[config.mk]
export PLATFORM = sky130hd
export DESIGN_NAME = ram_sync_nxm_flat
export DESIGN_NICKNAME = d
export VERILOG_FILES = /design/src/rtl/ram_sync_nxm_pkg.sv /design/src/rtl/ram_sync_nxm_if.sv /design/src/rtl/ram_sync_clr_ctrl.sv /design/src/rtl/ram_sync_nxm.sv /design/src/flat_wrapper.sv
export SDC_FILE = /design/constraint.sdc
export NUM_CORES = 1
export LEC_CHECK = 0
export CORE_ASPECT_RATIO = 1.4
export CORE_MARGIN = 10
export CORE_UTILIZATION = 40
export DETAILED_ROUTE_END_ITERATION = 7
export PLACE_DENSITY_LB_ADDON = 0.08
export SYNTH_ARGS = -nofsm -noshare
export SYNTH_HDL_FRONTEND = slang
export SYNTH_SLANG_ARGS = --single-unit
export TNS_END_PERCENT = 1
[constraint.sdc]
create_clock -name clk -period 2 [get_ports clk]
set_input_delay 0.4 -clock clk [delete_from_list [all_inputs] [get_ports clk]]
set_output_delay 0.4 -clock clk [all_outputs]
set_load 0.005 [all_outputs]
[src/rtl/ram_sync_nxm_pkg.sv]
`default_nettype none
// ============================================================================
// Module  : ram_sync_pkg
// Brief   : Shared types, access encodings and parity helper for ram_sync_nxm.
// Revision: 1.0 - initial release
// ============================================================================
package ram_sync_pkg;

  typedef enum logic [0:0] {
    IDLE  = 1'b0,
    CLEAR = 1'b1
  } state_t;

  localparam logic RW_WRITE = 1'b1;
  localparam logic RW_READ  = 1'b0;

  localparam int PARITY_MAX_W = 64;

  // Returns the bit that makes the word's total count of ones even.
  function automatic logic even_parity(input logic [PARITY_MAX_W-1:0] word);
    return ^word;
  endfunction

endpackage
`default_nettype wire

[src/rtl/ram_sync_nxm_if.sv]
`default_nettype none
// ============================================================================
// Module  : ram_sync_nxm_if
// Brief   : Access bus of the single-port synchronous RAM (master = requester).
// Revision: 1.0 - initial release
// ============================================================================
interface ram_sync_nxm_if #(
  parameter int WIDTH = 4,
  parameter int DEPTH = 8
);
  localparam int AW = $clog2(DEPTH);

  logic             sel;
  logic             rw;
  logic [AW-1:0]    addr;
  logic [WIDTH-1:0] din;
  logic             clr;
  logic             perr_inj;
  logic [WIDTH-1:0] dout;
  logic             dvalid;
  logic             busy;
  logic             perr;

  modport master (
    output sel, rw, addr, din, clr, perr_inj,
    input  dout, dvalid, busy, perr
  );

  modport slave (
    input  sel, rw, addr, din, clr, perr_inj,
    output dout, dvalid, busy, perr
  );

endinterface
`default_nettype wire

[src/rtl/ram_sync_clr_ctrl.sv]
`default_nettype none
// ============================================================================
// Module  : ram_sync_clr_ctrl
// Brief   : IDLE/CLEAR sequencer; sweeps a zero-write pointer over the whole
//           array after reset release or on a clr request.
// Revision: 1.0 - initial release
// ============================================================================
module ram_sync_clr_ctrl #(
  parameter  int DEPTH = 8,
  localparam int AW    = $clog2(DEPTH)
) (
  input  logic          clk,
  input  logic          reset,
  input  logic          clr,
  output logic          busy,
  output logic          clr_we,
  output logic [AW-1:0] clr_addr
);
  import ram_sync_pkg::*;

  localparam logic [AW-1:0] c_LAST = AW'(DEPTH - 1);

  state_t        r_state;
  logic [AW-1:0] r_ptr;

  always_ff @(posedge clk) begin
    if (!reset) begin
      r_state <= CLEAR;
      r_ptr   <= '0;
    end else begin
      case (r_state)
        CLEAR: begin
          if (r_ptr == c_LAST) begin
            r_state <= IDLE;
            r_ptr   <= '0;
          end else begin
            r_ptr <= r_ptr + 1'b1;
          end
        end
        default: begin
          if (clr) begin
            r_state <= CLEAR;
            r_ptr   <= '0;
          end
        end
      endcase
    end
  end

  assign busy     = (r_state == CLEAR);
  // The array must stay untouched while reset is held.
  assign clr_we   = busy & reset;
  assign clr_addr = r_ptr;

endmodule
`default_nettype wire

[src/rtl/ram_sync_nxm.sv]
`default_nettype none
// ============================================================================
// Module  : ram_sync_nxm
// Brief   : DEPTH x WIDTH single-port synchronous RAM, registered read with
//           dvalid, automatic clear sweep. Define PARITY_EN to store an even
//           parity bit per word (WIDTH must then be < 64).
// Revision: 1.0 - initial release
// ============================================================================
module ram_sync_nxm #(
  parameter int WIDTH = 4,
  parameter int DEPTH = 8
) (
  input logic           clk,
  input logic           reset,
  ram_sync_nxm_if.slave bus
);
  import ram_sync_pkg::*;

  localparam int AW = $clog2(DEPTH);
`ifdef PARITY_EN
  localparam int c_MW = WIDTH + 1;
`else
  localparam int c_MW = WIDTH;
`endif
  localparam logic [AW:0] c_DEPTH_EXT = (AW + 1)'(DEPTH);

  logic          w_busy;
  logic          w_clr_we;
  logic [AW-1:0] w_clr_addr;

  ram_sync_clr_ctrl #(
    .DEPTH (DEPTH)
  ) u_clr_ctrl (
    .clk      (clk),
    .reset    (reset),
    .clr      (bus.clr),
    .busy     (w_busy),
    .clr_we   (w_clr_we),
    .clr_addr (w_clr_addr)
  );

  logic [c_MW-1:0]  r_mem [DEPTH];
  logic [WIDTH-1:0] r_dout;
  logic             r_dvalid;
  logic             r_perr;

  logic             w_in_range;
  logic             w_access;
  logic             w_wr;
  logic             w_rd;
  logic [c_MW-1:0]  w_wr_word;
  logic [c_MW-1:0]  w_rd_word;
  logic             w_rd_perr;

  assign w_in_range = ({1'b0, bus.addr} < c_DEPTH_EXT);
  // A pending clr wins over a same-cycle access, which is then dropped.
  assign w_access   = reset & ~w_busy & ~bus.clr & bus.sel;
  assign w_wr       = w_access & (bus.rw == RW_WRITE) & w_in_range;
  assign w_rd       = w_access & (bus.rw == RW_READ);
  assign w_rd_word  = w_in_range ? r_mem[bus.addr] : '0;

`ifdef PARITY_EN
  assign w_wr_word = {even_parity(PARITY_MAX_W'(bus.din)) ^ bus.perr_inj, bus.din};
  // Parity over data plus stored parity bit is 1 exactly when they disagree.
  assign w_rd_perr = even_parity(PARITY_MAX_W'(w_rd_word));
`else
  logic w_unused_perr_inj;
  assign w_unused_perr_inj = bus.perr_inj;
  assign w_wr_word         = bus.din;
  assign w_rd_perr         = 1'b0;
`endif

  always_ff @(posedge clk) begin
    if (w_clr_we) begin
      r_mem[w_clr_addr] <= '0;
    end else if (w_wr) begin
      r_mem[bus.addr] <= w_wr_word;
    end
  end

  always_ff @(posedge clk) begin
    if (!reset) begin
      r_dout   <= '0;
      r_dvalid <= 1'b0;
      r_perr   <= 1'b0;
    end else if (w_rd) begin
      r_dout   <= w_rd_word[WIDTH-1:0];
      r_dvalid <= 1'b1;
      r_perr   <= w_rd_perr & w_in_range;
    end else begin
      r_dout   <= '0;
      r_dvalid <= 1'b0;
      r_perr   <= 1'b0;
    end
  end

  assign bus.dout   = r_dout;
  assign bus.dvalid = r_dvalid;
  assign bus.perr   = r_perr;
  assign bus.busy   = w_busy;

endmodule
`default_nettype wire
[src/flat_wrapper.sv]
// flat-port wrapper written by rule: the top's interface ports become plain ports
module ram_sync_nxm_flat import ram_sync_pkg::*;
#(
  parameter int WIDTH = 4,
  parameter int DEPTH = 8
)
  (clk, reset, bus_sel, bus_rw, bus_addr, bus_din, bus_clr, bus_perr_inj, bus_dout, bus_dvalid, bus_busy, bus_perr);
  ram_sync_nxm_if #(.WIDTH(WIDTH), .DEPTH(DEPTH)) bus_i ();
  input logic clk;
  input logic reset;
  input wire logic [$bits(bus_i.sel)-1:0] bus_sel;
  input wire logic [$bits(bus_i.rw)-1:0] bus_rw;
  input wire logic [$bits(bus_i.addr)-1:0] bus_addr;
  input wire logic [$bits(bus_i.din)-1:0] bus_din;
  input wire logic [$bits(bus_i.clr)-1:0] bus_clr;
  input wire logic [$bits(bus_i.perr_inj)-1:0] bus_perr_inj;
  output wire logic [$bits(bus_i.dout)-1:0] bus_dout;
  output wire logic [$bits(bus_i.dvalid)-1:0] bus_dvalid;
  output wire logic [$bits(bus_i.busy)-1:0] bus_busy;
  output wire logic [$bits(bus_i.perr)-1:0] bus_perr;
  assign bus_i.sel = bus_sel;
  assign bus_i.rw = bus_rw;
  assign bus_i.addr = bus_addr;
  assign bus_i.din = bus_din;
  assign bus_i.clr = bus_clr;
  assign bus_i.perr_inj = bus_perr_inj;
  assign bus_dout = bus_i.dout;
  assign bus_dvalid = bus_i.dvalid;
  assign bus_busy = bus_i.busy;
  assign bus_perr = bus_i.perr;
  ram_sync_nxm #(.WIDTH(WIDTH), .DEPTH(DEPTH)) u_core (.clk(clk), .reset(reset), .bus(bus_i));
endmodule
# Word-level counts from Yosys, hierarchy flattened

Memory sizes are Yosys's and may differ from the RTL's. A register that Yosys moved wholly into a read port is not among the register bits.
Index checks and enable logic that the tools add are counted.

Add/sub/neg operators: 1
Muxes and demuxes: 15
Reductions and logical operators: 4
Equality and inequality tests: 1
Bitwise logic cells: 9

Operator list:

| kind                                         | count |
|---|---|
| two-way mux 3 bit                            | 4 |
| two-way mux 1 bit                            | 10 |
| AND 1 bit                                    | 6 |
| two-way mux 4 bit                            | 1 |
| OR reduction 4 bit                           | 1 |
| adder 3 x 1 -> 3 bit (second input constant) | 1 |
| equality test 3 bit (second input constant)  | 1 |
| inverter 1 bit                               | 3 |
| AND reduction 2 bit                          | 1 |
| nonzero test 2 bit                           | 1 |
| zero test 1 bit                              | 1 |

Memories kept: 1
Bits in registers: 5
Word-level logic and storage cells: 34
Bits in writable memories: 32
Bits of input ports: 13

Memories:

| name         | depth | width | rd ports | clocked after memory_dff | write ports | RTL line           | text |
|---|---|---|---|---|---|---|---|
| u_core.r_mem | 8     | 4     | 1        | 1                        | 1           | ram_sync_nxm.sv:42 | `logic [c_MW-1:0] r_mem [DEPTH];` |

# Depth between registers and ports, before layout

Gate-level depths: netlist (run 1).

Depth after elaboration: 10
Gate-level depth with buffers: 5

# By module

From an unflattened synthesis (run 1), not the netlist that was laid out.

Cells, all modules: 122
Area, all modules: 1,747.9 µm²

Modules (own cells, without submodules):

| module            | cells each | area an instance (µm²) | instances |
|---|---|---|---|
| ram_sync_nxm      | 105        | 1,554.0                | 1 |
| ram_sync_clr_ctrl | 17         | 193.9                  | 1 |

# Worst setup path before layout (run 1)

Ideal clock, no wire load.

Path type: register -> register
Start point: register u_core.u_clr_ctrl.r_state, in the netlist u_core.u_clr_ctrl.busy
End point: memory u_core.r_mem[0][0] (netlist name), enable pin
Path slack: 0.452 ns
Library setup time: 0.374 ns
Arrival: 1.175 ns
Stages on the path, launching flop included: 5
Data required time: 1.626 ns
Cells stage by stage: dfxtp_1 -> buf_6 -> and4bb_4 -> nand3b_2 -> o32ai_1

Word-level cells in the longest chain between the ends: 10

Ends and longest elaborated chain:

| item                                                             | RTL line                | text |
|---|---|---|
| start: declaration                                               | ram_sync_clr_ctrl.sv:23 | `state_t r_state;` |
| start signal: assignment                                         | ram_sync_clr_ctrl.sv:28 | `r_state <= CLEAR;` |
| start signal: assignment                                         | ram_sync_clr_ctrl.sv:34 | `r_state <= IDLE;` |
| start signal: assignment                                         | ram_sync_clr_ctrl.sv:42 | `r_state <= CLEAR;` |
| inverter 1 bit                                                   | ram_sync_nxm.sv:57      | `assign w_access = reset & ~w_busy & ~bus.clr & bus.sel;` |
| AND 1 bit (3 in a row)                                           | ram_sync_nxm.sv:57      |  |
| AND 1 bit                                                        | ram_sync_nxm.sv:58      | `assign w_wr = w_access & (bus.rw == RW_WRITE) & w_in_range;` |
| two-way mux 1 bit                                                | ram_sync_nxm.sv:76      | `end else if (w_wr) begin` |
| two-way mux 1 bit                                                | ram_sync_nxm.sv:74      | `if (w_clr_we) begin` |
| two-way mux 1 bit (implied by the code)                          | ram_sync_nxm.sv:77      | `r_mem[bus.addr] <= w_wr_word;` |
| OR reduction 4 bit (no line)                                     | n/a                     |  |
| two-way mux 3 bit (no line) or two-way mux 1 bit (tied branches) | n/a                     |  |
| end: declaration                                                 | ram_sync_nxm.sv:42      |  |

Several ways; a longest one is shown, not always the timed one.

# Final worst setup path (run 1)

Start point: register u_core.u_clr_ctrl.r_state, in the netlist u_core.u_clr_ctrl.busy
End point: output port bus_busy

RTL lines:

| item             | RTL line           | text |
|---|---|---|
| end: declaration | flat_wrapper.sv:19 | `output wire logic [$bits(bus_i.busy)-1:0] bus_busy;` |

No word-level cell between the ends.

==> reports/results.txt, run 1 <==
status: complete, no violations
register area share after synthesis: 63.4%
WL per Instance: 15.9 um
Routed WL: 3.37 mm
async set-reset flop share out of synthesis: 0%
PortBufs: 17
Mapped Nets: 131
global-route wire length before repair: 5.55 mm
dpl ws: 0.0316 ns
Post-DP Area: 2120 um2
main combinational cell family by area after synthesis: simple AND/OR/NAND/NOR gates
register bit total from synthesis: 41
Critical Path, Cell by Cell: clkdlybuf4s50_1
top cell type by total area after synthesis: edfxtp_1
total congestion overflow: 0
xor-xnor portion of the synthesized cell area: 0%
Tmin final: 1.78 ns
area share of fa/ha/maj cells after synthesis: 1.39%
Post-synth EDFFs: 32
TNS Setup: 0 ns
final slew viol count: 0
max cap viols: 0
Post-CTS Resized: 0
vias in the first global route: 1141
Critical Path Fanout Max: 11
synthesized instance count: 116
Post-CTS Hold Fix Bufs: 0
top cells by area, synth: edfxtp_1, dfxtp_1, mux2_2, mux2_4, o22ai_1
fmax: 0.561 GHz
Layout fillers: 387
RSZ-0062 raised after global routing: no
critical path arrival: 1.38 ns
synthesis-to-finish area growth: 24.5%
# H-tree levels: 2
maximum VDD drop: 0.497 mV
vias per cell: 4.92
Final Non-Filler Cells: 212
initial core utilization: 41.8%
Multi-input gate area: 598 um2
Synth Area in Compound Gates: 8.76%
Final Power: 0.00175 W
Critical path buffers and inverters: 1
dominant synthesized flop cell: edfxtp_1
Synth Cell Area: 1800 um2
Crit-path slowest cell: clkdlybuf4s50_1
Lkg Pwr: 0.785 nW
crit-path leading delay family: buffers and inverters
Netlist cell types: 31
number of remaining DRC errors: 0
Nets: 166
CORE AREA: 4310 um2
Worst-Skew Late Latency: 0.29 ns
commonest non-fill, non-tap cell in the layout: edfxtp_1
largest net degree at the start of global routing: 13
power density of the placed cells: 783 nW/um2
drt initial violations: 36
post-synthesis mux area share: 11.0%
simple-gate portion of the synthesized area: 11.8%
Worst EP required: 1.60 ns
clock sinks: 41
Hold WC Path Type: flip-flop to flip-flop
post-layout worst setup margin: 0.217 ns
post-CTS setup buffers: 0
I/O pin total: 20
Clock Tree Root: clkbuf_8
Yosys top cell area share: 53.4%
DR pass1 iterations: 4
period utilization: 89.1%
HPWL Detailed: 2.56 mm
total track usage: 9.55%
CTS tree: yes
CTS Buffer Depth: 2
Avg Inst Size Synth: 15.5 um2
clock slew at reported path FFs: 0.07 ns
crit path kind: flip-flop to primary output
Placed Cells: 204
final setup fails: 0
FF/Latch Area: 1140 um2
Post-DRT Antenna Nets: 0
clock skew: 0.0128 ns
CP Capture Type: primary output
CP peak stage delay: 0.58 ns
vias: 1042
Die Y: 99.4 um
initial antenna violation count: 0
most frequent cells in the layout: edfxtp_1, clkdlybuf4s50_1, buf_4
ANT cells: 0
crit path launch type: flip-flop
Final Cell Area: 2240 um2
final-report hold violation count: 0
Rows: 28
YS warnings: 0
Final Wtd Congestion: 0.726
CTS Buf Count: 5
die area: 7620 um2
die span in x: 76.7 um
layout cells sized above 1: 34.2%
## per-stage QoR
step	utilization [%]	hold WS (ns)
global route	52.0	0.648
detailed placement	49.3	0.569
CTS	52.0	0.579
global placement	49.3	0.564
floorplan	-	0.528
finish	52.0	0.575
## cells by family (layout without fill, tap and decap cells)
group,count (synthesis),in the layout
fa+ha+maj,2,2
other cells,1,1
compound gates,21,21
mux,16,16
flops,41,41
buf+inv,7,43
simple gates,28,28
## state kept, by name, summed over array words and instances (netlist names)
name,flops
u_core.u_clr_ctrl.clr_addr,3
u_core.r_mem,32
u_core.bus.dvalid,1
u_core.bus.dout,4
u_core.u_clr_ctrl.busy,1
## worst paths after layout
check	slack, ns	start	to	depth (start not counted)
setup / recovery	0.22	u_core.u_clr_ctrl.busy$_SDFF_PN1_	bus_busy	1
hold / removal	0.57	u_core.u_clr_ctrl.clr_addr[0]$_SDFFE_PN0P_	u_core.u_clr_ctrl.clr_addr[0]$_SDFFE_PN0P_	2
setup reg to reg	0.45	u_core.u_clr_ctrl.busy$_SDFF_PN1_	u_core.r_mem[4][1]$_DFFE_PP_	4
hold reg to reg	0.57	u_core.u_clr_ctrl.clr_addr[0]$_SDFFE_PN0P_	u_core.u_clr_ctrl.clr_addr[0]$_SDFFE_PN0P_	2
## power breakdown
| part | internal, W | switching (W) | leakage [nW] |
|---|---|---|---|
| logic | 0.0000794 | 0.0000615 | 0.378 |
| clock network | 0.000407 | 0.000264 | 0.0585 |
| registers | 0.000931 | 0.0000124 | 0.349 |
## synthesized netlist by cell type, types with 2 or more instances
cell type,instances
o22ai_1,10
o22ai_2,4
ha_1,2
nor3_2,4
nor3b_1,3
o32ai_1,2
dfxtp_1,9
nand2b_1,4
mux2_2,11
mux2_4,5
a21oi_1,3
and3_1,4
buf_6,2
inv_1,2
edfxtp_1,32
nor2b_1,3
nand2_1,2
## per-layer routing
layer  up-vias  wire length (um)  track usage (%)
met4         0                74             5.16
met3         6               234             4.59
met2        25              1630             15.5
met5         -                 0                0
met1       491              1430             9.95
li1        520                 -                -
## final cells by class
type / instances / area share (%)
timing repair buffer: 33 / 13.5
inverter: 2 / 0.335
sequential: 41 / 50.9
clock buffer: 7 / 3.85
tap: 60 / 3.35
multi-input combinational: 68 / 26.7
clock inverter: 1 / 1.34
No activity file was read; power rests on OpenSTA's default activity.
==> run 2, diff against run 1 <==
- SLEW_MARGIN: not set -> 30
==> results of run 2 <==
No change in the layout: final DEF, timing and power equal those of run 1.
==> run 3, diff against run 2 <==
- SLEW_MARGIN: 30 -> not set
==> results of run 3 <==
No change in the layout: final DEF, timing and power equal those of run 1.
